File: src/rtl/blackjack_pkg.sv
// Shared constants, FSM encoding and card-value helper for the BlackJack datapath.
package blackjack_pkg;

  localparam int DECK_SIZE = 52;
  localparam int SUITS     = 4;
  localparam int RANKS     = 13;

  // Dealer FSM encoding
  localparam logic [2:0] ST_IDLE       = 3'd0;
  localparam logic [2:0] ST_SAMPLE     = 3'd1;
  localparam logic [2:0] ST_PROBE      = 3'd2;
  localparam logic [2:0] ST_TIMER_CLR  = 3'd3;
  localparam logic [2:0] ST_TIMER_WAIT = 3'd4;

  // BlackJack value of a rank: face cards count as ten, ace counts as one.
  function automatic logic [3:0] rank_to_points(input logic [3:0] rank);
    return (rank > 4'd10) ? 4'd10 : rank;
  endfunction

endpackage

File: src/rtl/deck_tracker.sv
// Tracks which of the 52 cards have been dealt and how many remain.
// Clear takes priority over mark; the empty flag is registered with the count.
module deck_tracker
  import blackjack_pkg::*;
(
  input  logic       clk_50M,
  input  logic       i_Reset_n,
  input  logic       i_Clear,
  input  logic       i_Mark,
  input  logic [5:0] i_Mark_Idx,
  input  logic [5:0] i_Query_Idx,
  output logic       o_Used,
  output logic [5:0] o_Cards_Left,
  output logic       o_Empty
);

  logic [DECK_SIZE-1:0] used_q, used_d;
  logic [5:0]           left_q, left_d;
  logic                 empty_q, empty_d;

  // Next-state for the used map and the remaining-card count
  always_comb begin
    used_d  = used_q;
    left_d  = left_q;
    empty_d = empty_q;
    if (i_Clear) begin
      used_d  = '0;
      left_d  = 6'(DECK_SIZE);
      empty_d = 1'b0;
    end else if (i_Mark) begin
      used_d[i_Mark_Idx] = 1'b1;
      left_d             = left_q - 6'd1;
      empty_d            = (left_q == 6'd1);
    end
  end

  // Deck state registers, full deck on reset
  always_ff @(posedge clk_50M) begin
    if (!i_Reset_n) begin
      used_q  <= '0;
      left_q  <= 6'(DECK_SIZE);
      empty_q <= 1'b0;
    end else begin
      used_q  <= used_d;
      left_q  <= left_d;
      empty_q <= empty_d;
    end
  end

  assign o_Used       = used_q[i_Query_Idx];
  assign o_Cards_Left = left_q;
  assign o_Empty      = empty_q;

endmodule

File: src/rtl/card_dealer.sv
// Deals one undealt card per request using the free-running counter as seed,
// then holds the card on display through the Counter's two-second timer.
// Handshake: i_Deal is a level sampled only in IDLE; o_Card_Valid pulses for
// one cycle when o_Card_Rank/o_Card_Points update; the timer phase pulses
// o_Timer_Zero for two cycles, then raises o_Timer_Active until i_TwoSec.
module card_dealer
  import blackjack_pkg::*;
#(
  parameter int WIDTH    = 12,
  parameter int USE_HOLD = 1
) (
  input  logic             clk_50M,
  input  logic             i_Reset_n,
  input  logic [WIDTH-1:0] i_Seed,
  input  logic             i_Deal,
  input  logic             i_Shuffle,
  input  logic             i_TwoSec,
  output logic             o_Timer_Zero,
  output logic             o_Timer_Active,
  output logic [3:0]       o_Card_Rank,
  output logic [3:0]       o_Card_Points,
  output logic             o_Card_Valid,
  output logic             o_Busy,
  output logic             o_Deck_Empty,
  output logic [5:0]       o_Cards_Left
);

  logic [2:0] state_q, state_d;
  logic [5:0] idx_q, idx_d;
  logic       hold_q, hold_d;
  logic [3:0] rank_q, rank_d;
  logic [3:0] points_q, points_d;
  logic       valid_q, valid_d;
  logic       zero_q, active_q, busy_q;

  logic       deck_clear, deck_mark, deck_used, deck_empty;
  logic [5:0] seed_raw, seed_idx;

  if (WIDTH > 6) begin : g_seed_hi
    logic unused_seed_hi;
    assign unused_seed_hi = ^i_Seed[WIDTH-1:6];
  end

  // Fold the low six seed bits into the 0..51 card index range
  always_comb begin
    seed_raw = i_Seed[5:0];
    seed_idx = (seed_raw >= 6'(DECK_SIZE)) ? seed_raw - 6'(DECK_SIZE) : seed_raw;
  end

  // Dealer FSM: sample seed, linear-probe for a free card, run the display timer
  always_comb begin
    state_d    = state_q;
    idx_d      = idx_q;
    hold_d     = hold_q;
    rank_d     = rank_q;
    points_d   = points_q;
    valid_d    = 1'b0;
    deck_clear = 1'b0;
    deck_mark  = 1'b0;
    case (state_q)
      ST_IDLE: begin
        if (i_Shuffle) begin
          deck_clear = 1'b1;
        end else if (i_Deal && !deck_empty) begin
          state_d = ST_SAMPLE;
        end
      end
      ST_SAMPLE: begin
        idx_d   = seed_idx;
        state_d = ST_PROBE;
      end
      ST_PROBE: begin
        if (deck_used) begin
          idx_d = (idx_q == 6'(DECK_SIZE - 1)) ? 6'd0 : idx_q + 6'd1;
        end else begin
          deck_mark = 1'b1;
          rank_d    = idx_q[5:2] + 4'd1;
          points_d  = rank_to_points(idx_q[5:2] + 4'd1);
          valid_d   = 1'b1;
          hold_d    = 1'b0;
          state_d   = (USE_HOLD != 0) ? ST_TIMER_CLR : ST_IDLE;
        end
      end
      ST_TIMER_CLR: begin
        // Two cycles of clear so a stale sticky i_TwoSec is flushed
        if (hold_q) begin
          hold_d  = 1'b0;
          state_d = ST_TIMER_WAIT;
        end else begin
          hold_d = 1'b1;
        end
      end
      ST_TIMER_WAIT: begin
        if (i_TwoSec) state_d = ST_IDLE;
      end
      default: state_d = ST_IDLE;
    endcase
  end

  // State and output registers; timer/busy outputs follow the next state
  always_ff @(posedge clk_50M) begin
    if (!i_Reset_n) begin
      state_q  <= ST_IDLE;
      idx_q    <= '0;
      hold_q   <= 1'b0;
      rank_q   <= '0;
      points_q <= '0;
      valid_q  <= 1'b0;
      zero_q   <= 1'b0;
      active_q <= 1'b0;
      busy_q   <= 1'b0;
    end else begin
      state_q  <= state_d;
      idx_q    <= idx_d;
      hold_q   <= hold_d;
      rank_q   <= rank_d;
      points_q <= points_d;
      valid_q  <= valid_d;
      zero_q   <= (state_d == ST_TIMER_CLR);
      active_q <= (state_d == ST_TIMER_WAIT);
      busy_q   <= (state_d != ST_IDLE);
    end
  end

  deck_tracker u_deck (
    .clk_50M      (clk_50M),
    .i_Reset_n    (i_Reset_n),
    .i_Clear      (deck_clear),
    .i_Mark       (deck_mark),
    .i_Mark_Idx   (idx_q),
    .i_Query_Idx  (idx_q),
    .o_Used       (deck_used),
    .o_Cards_Left (o_Cards_Left),
    .o_Empty      (deck_empty)
  );

  assign o_Deck_Empty   = deck_empty;
  assign o_Timer_Zero   = zero_q;
  assign o_Timer_Active = active_q;
  assign o_Card_Rank    = rank_q;
  assign o_Card_Points  = points_q;
  assign o_Card_Valid   = valid_q;
  assign o_Busy         = busy_q;

endmodule

File: config.mk
export PLATFORM = sky130hd
export DESIGN_NAME = card_dealer
export DESIGN_NICKNAME = d
export VERILOG_FILES = /design/src/rtl/blackjack_pkg.sv /design/src/rtl/deck_tracker.sv /design/src/rtl/card_dealer.sv
export SDC_FILE = /design/constraint.sdc
export NUM_CORES = 1
export LEC_CHECK = 0
export ABC_AREA = 1
export CORE_MARGIN = 10
export CORE_UTILIZATION = 53
export CTS_CLUSTER_SIZE = 30
export DETAILED_ROUTE_END_ITERATION = 8
export PLACE_DENSITY = 0.85
export SYNTH_ARGS = -nofsm -noshare
export SYNTH_HDL_FRONTEND = slang
export SYNTH_SLANG_ARGS = --single-unit
export TNS_END_PERCENT = 30
File: constraint.sdc
create_clock -name clk_50M -period 2.9 [get_ports clk_50M]
set_input_delay 0.58 -clock clk_50M [delete_from_list [all_inputs] [get_ports clk_50M]]
set_output_delay 0.58 -clock clk_50M [all_outputs]
set_load 0.01 [all_outputs]
==> impl_results.md, run 1 <==
- Post-synthesis area per instance: 6.565 µm²
- Via/cell ratio: 5.264
- Status: finished clean
- CP Buf/Inv Count: 1
- Largest net degree at the start of global routing: 44
- Post-CTS setup buffer count: 0
- FP Rows: 31
- Unrepaired setup endpoints after global routing: no
- CTS tree: built
- Number of gates resized after cts: 0
- Startpoint types: register
- Number of clock sinks: 81
- Vias in the first global route: 3673
- Top-Level Pins: 36
- Worst Hold Class: register to register
- Layout Utilization: 62.78%
- Pre-Repair DR Iteration Count: 5
- Setup violations, final: 0
- Clock-pin slew on the worst setup and hold paths: 0.08 ns
- Synth unique cells: 28
- Number of antenna violations at the first check in global routing: 0
- Post-route cell area: 4602 µm²
- 1st-iter DRT viols: 308
- Gpl congestion: 0.8878
- Global Route Usage Sum: 17.83%
- Routed vias: 3885
- Root Buffer: clkbuf_8
- Critical Path Max Stage Delay: 0.56 ns
- Max-cap violations: 0
- CP Capture Type: register
- Total negative slack: 0 ns
- Die Footprint: 11460 µm²
- Total power: 2649 µW
- Pins Over Slew Limit: 0
- Slew margin rel.: 54.76%
- Avg WL per Cell: 13.51 µm
- H-tree Lvls: 3
- DRC: 0
- Chip Width: 107.1 µm
- R2r setup slk: 0.55 ns
- # nets final: 659
- Crit Path Category: register to register
- Final ANT Viol Nets: 0
- CP max stage cell: dfxtp_1
- Tmin final: 2.353 ns
- Final WL: 9971 µm
- CP arrival: 2.64 ns
- Most common cell on crit path: nand2_1
- Pwr dens: 575.5 nW/µm²
- Core Region: 7331 µm²
- Post-synth net total: 637
- Max Fclk: 425.0 MHz
- Worst Skew: 0.009507 ns
- Latest clock arrival within the worst-skew pair: 0.35 ns
- Cells after Synth: 612
- CP max FO: 43
- Peak supply drop: 400.9 µV
- Total CTS buffers: 9
- First-pass GRT wire length: 16890 µm
- Worst Max-Slew Pin Slew: 0.6761 ns
- Fin. Hold Viols: 0
- Initial Util: 54.80%
- Hold_buf cts: 0
- Final period util: 81.14%
- Clock buffer depth: 2
- Die Ht: 107.1 µm
- Sequential-to-total area share from yosys stat: 40.36%
- Warnings, synthesis: 0
- Static Leakage: 0.001918 µW
- Antenna Cells: 0
- Post-Synthesis Cell Area: 4018 µm²
- Critical path cell sequence: nor2_2 > nand2_2 > o21ai_1 > o21ai_1 > nand2_1 > nor2_2 > nand2_1 > nor2_4 > buf_4 > nand2_1 > a21oi_1
- DP Wirelength: 6936 µm
- Crit-path leading delay family: simple AND/OR/NAND/NOR gates
- Gr ovfl total: 0
- FF+latch count, synth: 81
- WP data required: 3.19 ns
- Layout area overhead: 14.54%
- Port bufs: 29
- Ratio of cells with drive above 1 in the final layout: 5.477%
- Area after DPL: 4364 µm²
through the flow:
| stage | hold slack, ns | setup slack (ns) | instances |
|---|---|---|---|
| after detailed placement | 0.4517 | 0.6013 | 722 |
| final | 0.4658 | 0.5470 | 738 |
| after global routing | 0.4712 | 0.2926 | 738 |
| after floorplan | 0.4354 | 1.111 | 612 |
| after global placement | 0.4434 | 0.6913 | 722 |
| after CTS | 0.4632 | 0.5660 | 738 |
routing by layer:
metal  track usage [%]  vias to the layer above  routed length (µm)
met2             29.84                      129                4722
met1             21.71                     1755                4306
met3             4.012                       19                 729
li1                  -                     1982                   -
met5                 0                        -                   0
met4             6.867                        0                 213
registers in the layout, summed over array words and instances (netlist names), 3 cells and up:
register and count:
state_q 3, idx_q 6, o_Card_Points 4, u_deck.used_q 52, o_Card_Rank 4, u_deck.o_Cards_Left 6
cell type report:
class | count | area [µm²]
Clock buffer | 11 | 151.4
Clock inverter | 5 | 86.33
Fill cell | 645 | 2729
Inverter | 54 | 202.7
Multi-Input combinational cell | 450 | 2046
Sequential cell | 81 | 1622
Tap cell | 99 | 123.9
Timing Repair Buffer | 38 | 370.4
cells in the final DEF, fill, tap and decap left out, drive strengths merged:
cell type	synthesis	routed
o21ai	14	14
dfxtp	81	81
bufinv	0	2
o31ai	1	1
a21oi	73	73
clkinv	0	2
xnor2	2	2
a31oi	2	2
inv	54	55
xor2	6	6
nand3	15	15
a32oi	1	1
ha	8	8
nor2	111	111
clkbuf	8	11
nand4	2	2
o21bai	5	5
buf	19	9
nand2	190	190
o211ai	7	7
clkdlybuf4s50	0	29
o22ai	2	2
a22oi	2	2
nor3	9	9
path summary, 6_finish.rpt:
check,startpoint,to,cells past startpoint
setup / recovery,idx_q[2],o_Card_Points[3],11
hold / removal,u_deck.used_q[25],u_deck.used_q[25],2
setup reg to reg,idx_q[2],o_Card_Points[3],11
hold reg to reg,u_deck.used_q[25],u_deck.used_q[25],2
cell usage after synthesis (all sizes together):
cell	instances	area share, %
a21oi	73	9.1
a22oi	2	0.37
a31oi	2	0.31
a32oi	1	0.22
buf	19	3.2
clkbuf	8	0.75
dfxtp	81	40
ha	8	2.5
inv	54	5.0
nand2	190	18
nand3	15	1.9
nand4	2	0.31
nor2	111	11
nor3	9	1.1
o211ai	7	1.3
o21ai	14	1.7
o21bai	5	0.93
o22ai	2	0.31
o31ai	1	0.19
xnor2	2	0.44
xor2	6	1.3
cells by family after synthesis:
group	count (synthesis)	synth area share, %
adder cells (fa/ha/maj)	8	2.492
AO/OA/AOI/OAI	107	14.48
buffers and inverters	81	9.000
flip-flops	81	40.36
AND/OR/NAND/NOR	327	31.92
XOR/XNOR	8	1.744
worst min-delay path, cell delays in order (launching register included):
cell,delay (ns)
dfxtp_1,0.31
inv_1,0.06
a21oi_1,0.06
report_power, final:
group | switching, µW | leakage, µW | internal [µW]
registers | 38.7 | 0.000654 | 1150
logic | 348 | 0.00114 | 160
clock network | 417 | 0.000120 | 538
total | 804 | 0.00192 | 1840
(Power assumes the default switching activity.)
==> inputs of run 2 (changes only) <==
- clock period: 2.9 -> 2.5 ns (I/O delays scaled with it)
==> impl_results.md, run 2 (synthesis gave the netlist of run 1 again) <==
- CTS tree: built
- CP Capture Type: register
- Tmin final: 2.134 ns (-0.2187 ns)
- Port bufs: 29 (unchanged)
- Final period util: 85.37% (+4.2 points)
- Finished Layout Cells: 738 (unchanged)
- Via/cell ratio: 5.305 (+0.77%)
- Layout area overhead: 15.45%
- Total CTS buffers: 9 (unchanged)
- Number of clock sinks: 81 (unchanged)
- # nets final: 660 (+0.15%)
- First-pass GRT wire length: 16610 µm (-1.7%)
- Largest net degree at the start of global routing: 55 (+25%)
- Unrepaired setup endpoints after global routing: no
- DP Wirelength: 6734 µm (-2.9%)
- CP arrival: 2.39 ns (-0.25 ns)
- Global Route Usage Sum: 17.36% (-0.47 points)
- Commonest cells after routing, fill and taps aside: 189 x nand2_1, 106 x nor2_1, 81 x dfxtp_1
- Root Buffer: clkbuf_8
- Pwr dens: 673.6 nW/µm² (+17%)
- Initial Util: 54.80% (unchanged)
- Latest clock arrival within the worst-skew pair: 0.36 ns (about the same)
- Setup violations, final: 0 (unchanged)
- Number of antenna violations at the first check in global routing: 0 (unchanged)
- Clock buffer depth: 2 (unchanged)
- Layout Utilization: 63.27% (+0.50 points)
- Crit Path Category: register to register
- Die Footprint: 11460 µm² (unchanged)
- Avg WL per Cell: 13.09 µm (-3.1%)
- Final ANT Viol Nets: 0 (unchanged)
- Final WL: 9661 µm (-3.1%)
- Worst Max-Slew Pin Slew: 0.4579 ns (-0.2182 ns)
- Largest register FFs: 52 (unchanged)
- Pre-Repair DR Iteration Count: 5 (unchanged)
- Fillers: 649 (+0.62%)
- Clock-pin slew on the worst setup and hold paths: 0.08 ns (about the same)
- Startpoint types: register
- Ratio of cells with drive above 1 in the final layout: 5.477% (unchanged)
- Worst Hold Class: register to register
- 1st-iter DRT viols: 325 (+5.5%)
- Post-CTS setup buffer count: 0 (unchanged)
- Number of gates resized after cts: 0 (unchanged)
- CP max FO: 24 (-44%)
- Max Fclk: 468.5 MHz (+10%)
- Worst Skew: 0.005911 ns (-0.003595 ns)
- Top-Level Pins: 36 (unchanged)
- Gpl congestion: 0.8783 (-1.1%)
- H-tree Lvls: 3 (unchanged)
- WP data required: 2.76 ns (-0.43 ns)
- Inst Count DP: 723 (+0.14%)
- FP Rows: 31 (unchanged)
- Vias in the first global route: 3700 (+0.74%)
- Max-cap violations: 0 (unchanged)
- Peak supply drop: 527.7 µV (+32%)
- Gr ovfl total: 0 (unchanged)
- Fin. Hold Viols: 0 (unchanged)
- Chip Width: 107.1 µm (unchanged)
- Routed vias: 3915 (+0.77%)
- Core Region: 7331 µm² (unchanged)
- Total negative slack: 0 ns (unchanged)
- Slew margin rel.: 69.43% (+15 points)
- Status: finished clean
- Pins Over Slew Limit: 0 (unchanged)
- DRC: 0 (unchanged)
- Antenna Cells: 0 (unchanged)
- Die Ht: 107.1 µm (unchanged)
- Leading cell type in the layout, fill and taps excluded: nand2_1
- Hold_buf cts: 0 (unchanged)
- Largest Register: u_deck.used_q
- Static Leakage: 0.001930 µW (+0.65%)
run 2: changes by cell type in the layout (fill, tap and decap cells not counted):
cell       delta
clkinv_4      -1
inv_6         -1
clkbuf_8      -1
buf_12        +2
bufinv_16     +1
clkinv_2      +1
buf_4         -1
run 2: cell type report:
| cell class | instances | area (µm²) | area share (%) |
|---|---|---|---|
| Timing Repair Buffer | 39 | 402.9 | 8.686 |
| Tap cell | 99 | 123.9 | 2.671 |
| Inverter | 54 | 202.7 | 4.370 |
| Sequential cell | 81 | 1622 | 34.96 |
| Multi-Input combinational cell | 450 | 2046 | 44.11 |
| Clock buffer | 10 | 137.6 | 2.967 |
| Clock inverter | 5 | 103.9 | 2.239 |
run 2: power by group:
part | total (µW) | internal, µW | switching (µW) | leakage [µW]
registers | 1370 | 1330 | 43.7 | 0.000654
clock network | 1150 | 685 | 467 | 0.000122
logic | 598 | 199 | 398 | 0.00115
total | 3120 | 2210 | 910 | 0.00193
run 2: worst paths after layout:
path                                   startpoint                 to  slack (ns)  cells past startpoint
worst max-delay path                     idx_q[0]           idx_q[4]        0.37                     16
worst min-delay path            u_deck.used_q[25]  u_deck.used_q[25]        0.46                      2
worst max register to register           idx_q[0]           idx_q[4]        0.37                     16
worst min register to register  u_deck.used_q[25]  u_deck.used_q[25]        0.46                      2
run 2: metrics by stage:
stage | total power (µW) | worst slack (ns) | cell area (µm²) | hold WS, ns
3_3_place_gp | 1979 | 0.3957 | 4397 | 0.4432
3_5_place_dp | 1995 | 0.3500 | 4397 | 0.4519
2_1_floorplan | 1802 | 0.7110 | 4018 | 0.4354
6_report | 3124 | 0.3657 | 4638 | 0.4638
5_1_grt | 3263 | 0.1612 | 4638 | 0.4791
4_1_cts | 3131 | 0.3814 | 4638 | 0.4635
run 2: worst max-delay path: stages (launching register included):
cell and delay, ns:
dfxtp_1 0.35, inv_2 0.36, nand2_1 0.13, nand2_1 0.11
nand2_1 0.05, nand2_1 0.07, nand2_1 0.05, nand2_1 0.05
nand2_1 0.05, nand2_1 0.07, nor2_2 0.05, nand2_1 0.12
nand2_1 0.17, nand2_1 0.21, nand2_1 0.08, nand2_1 0.06
nor2_1 0.04
run 2: per-layer routing:
| layer | GRT usage [%] | routed length (µm) | share of wire, % |
|---|---|---|---|
| met3 | 4.551 | 653 | 6.8 |
| met5 | 0 | 0 | 0 |
| met1 | 20.68 | 4291 | 44 |
| met4 | 6.480 | 146 | 1.5 |
| met2 | 29.23 | 4569 | 47 |
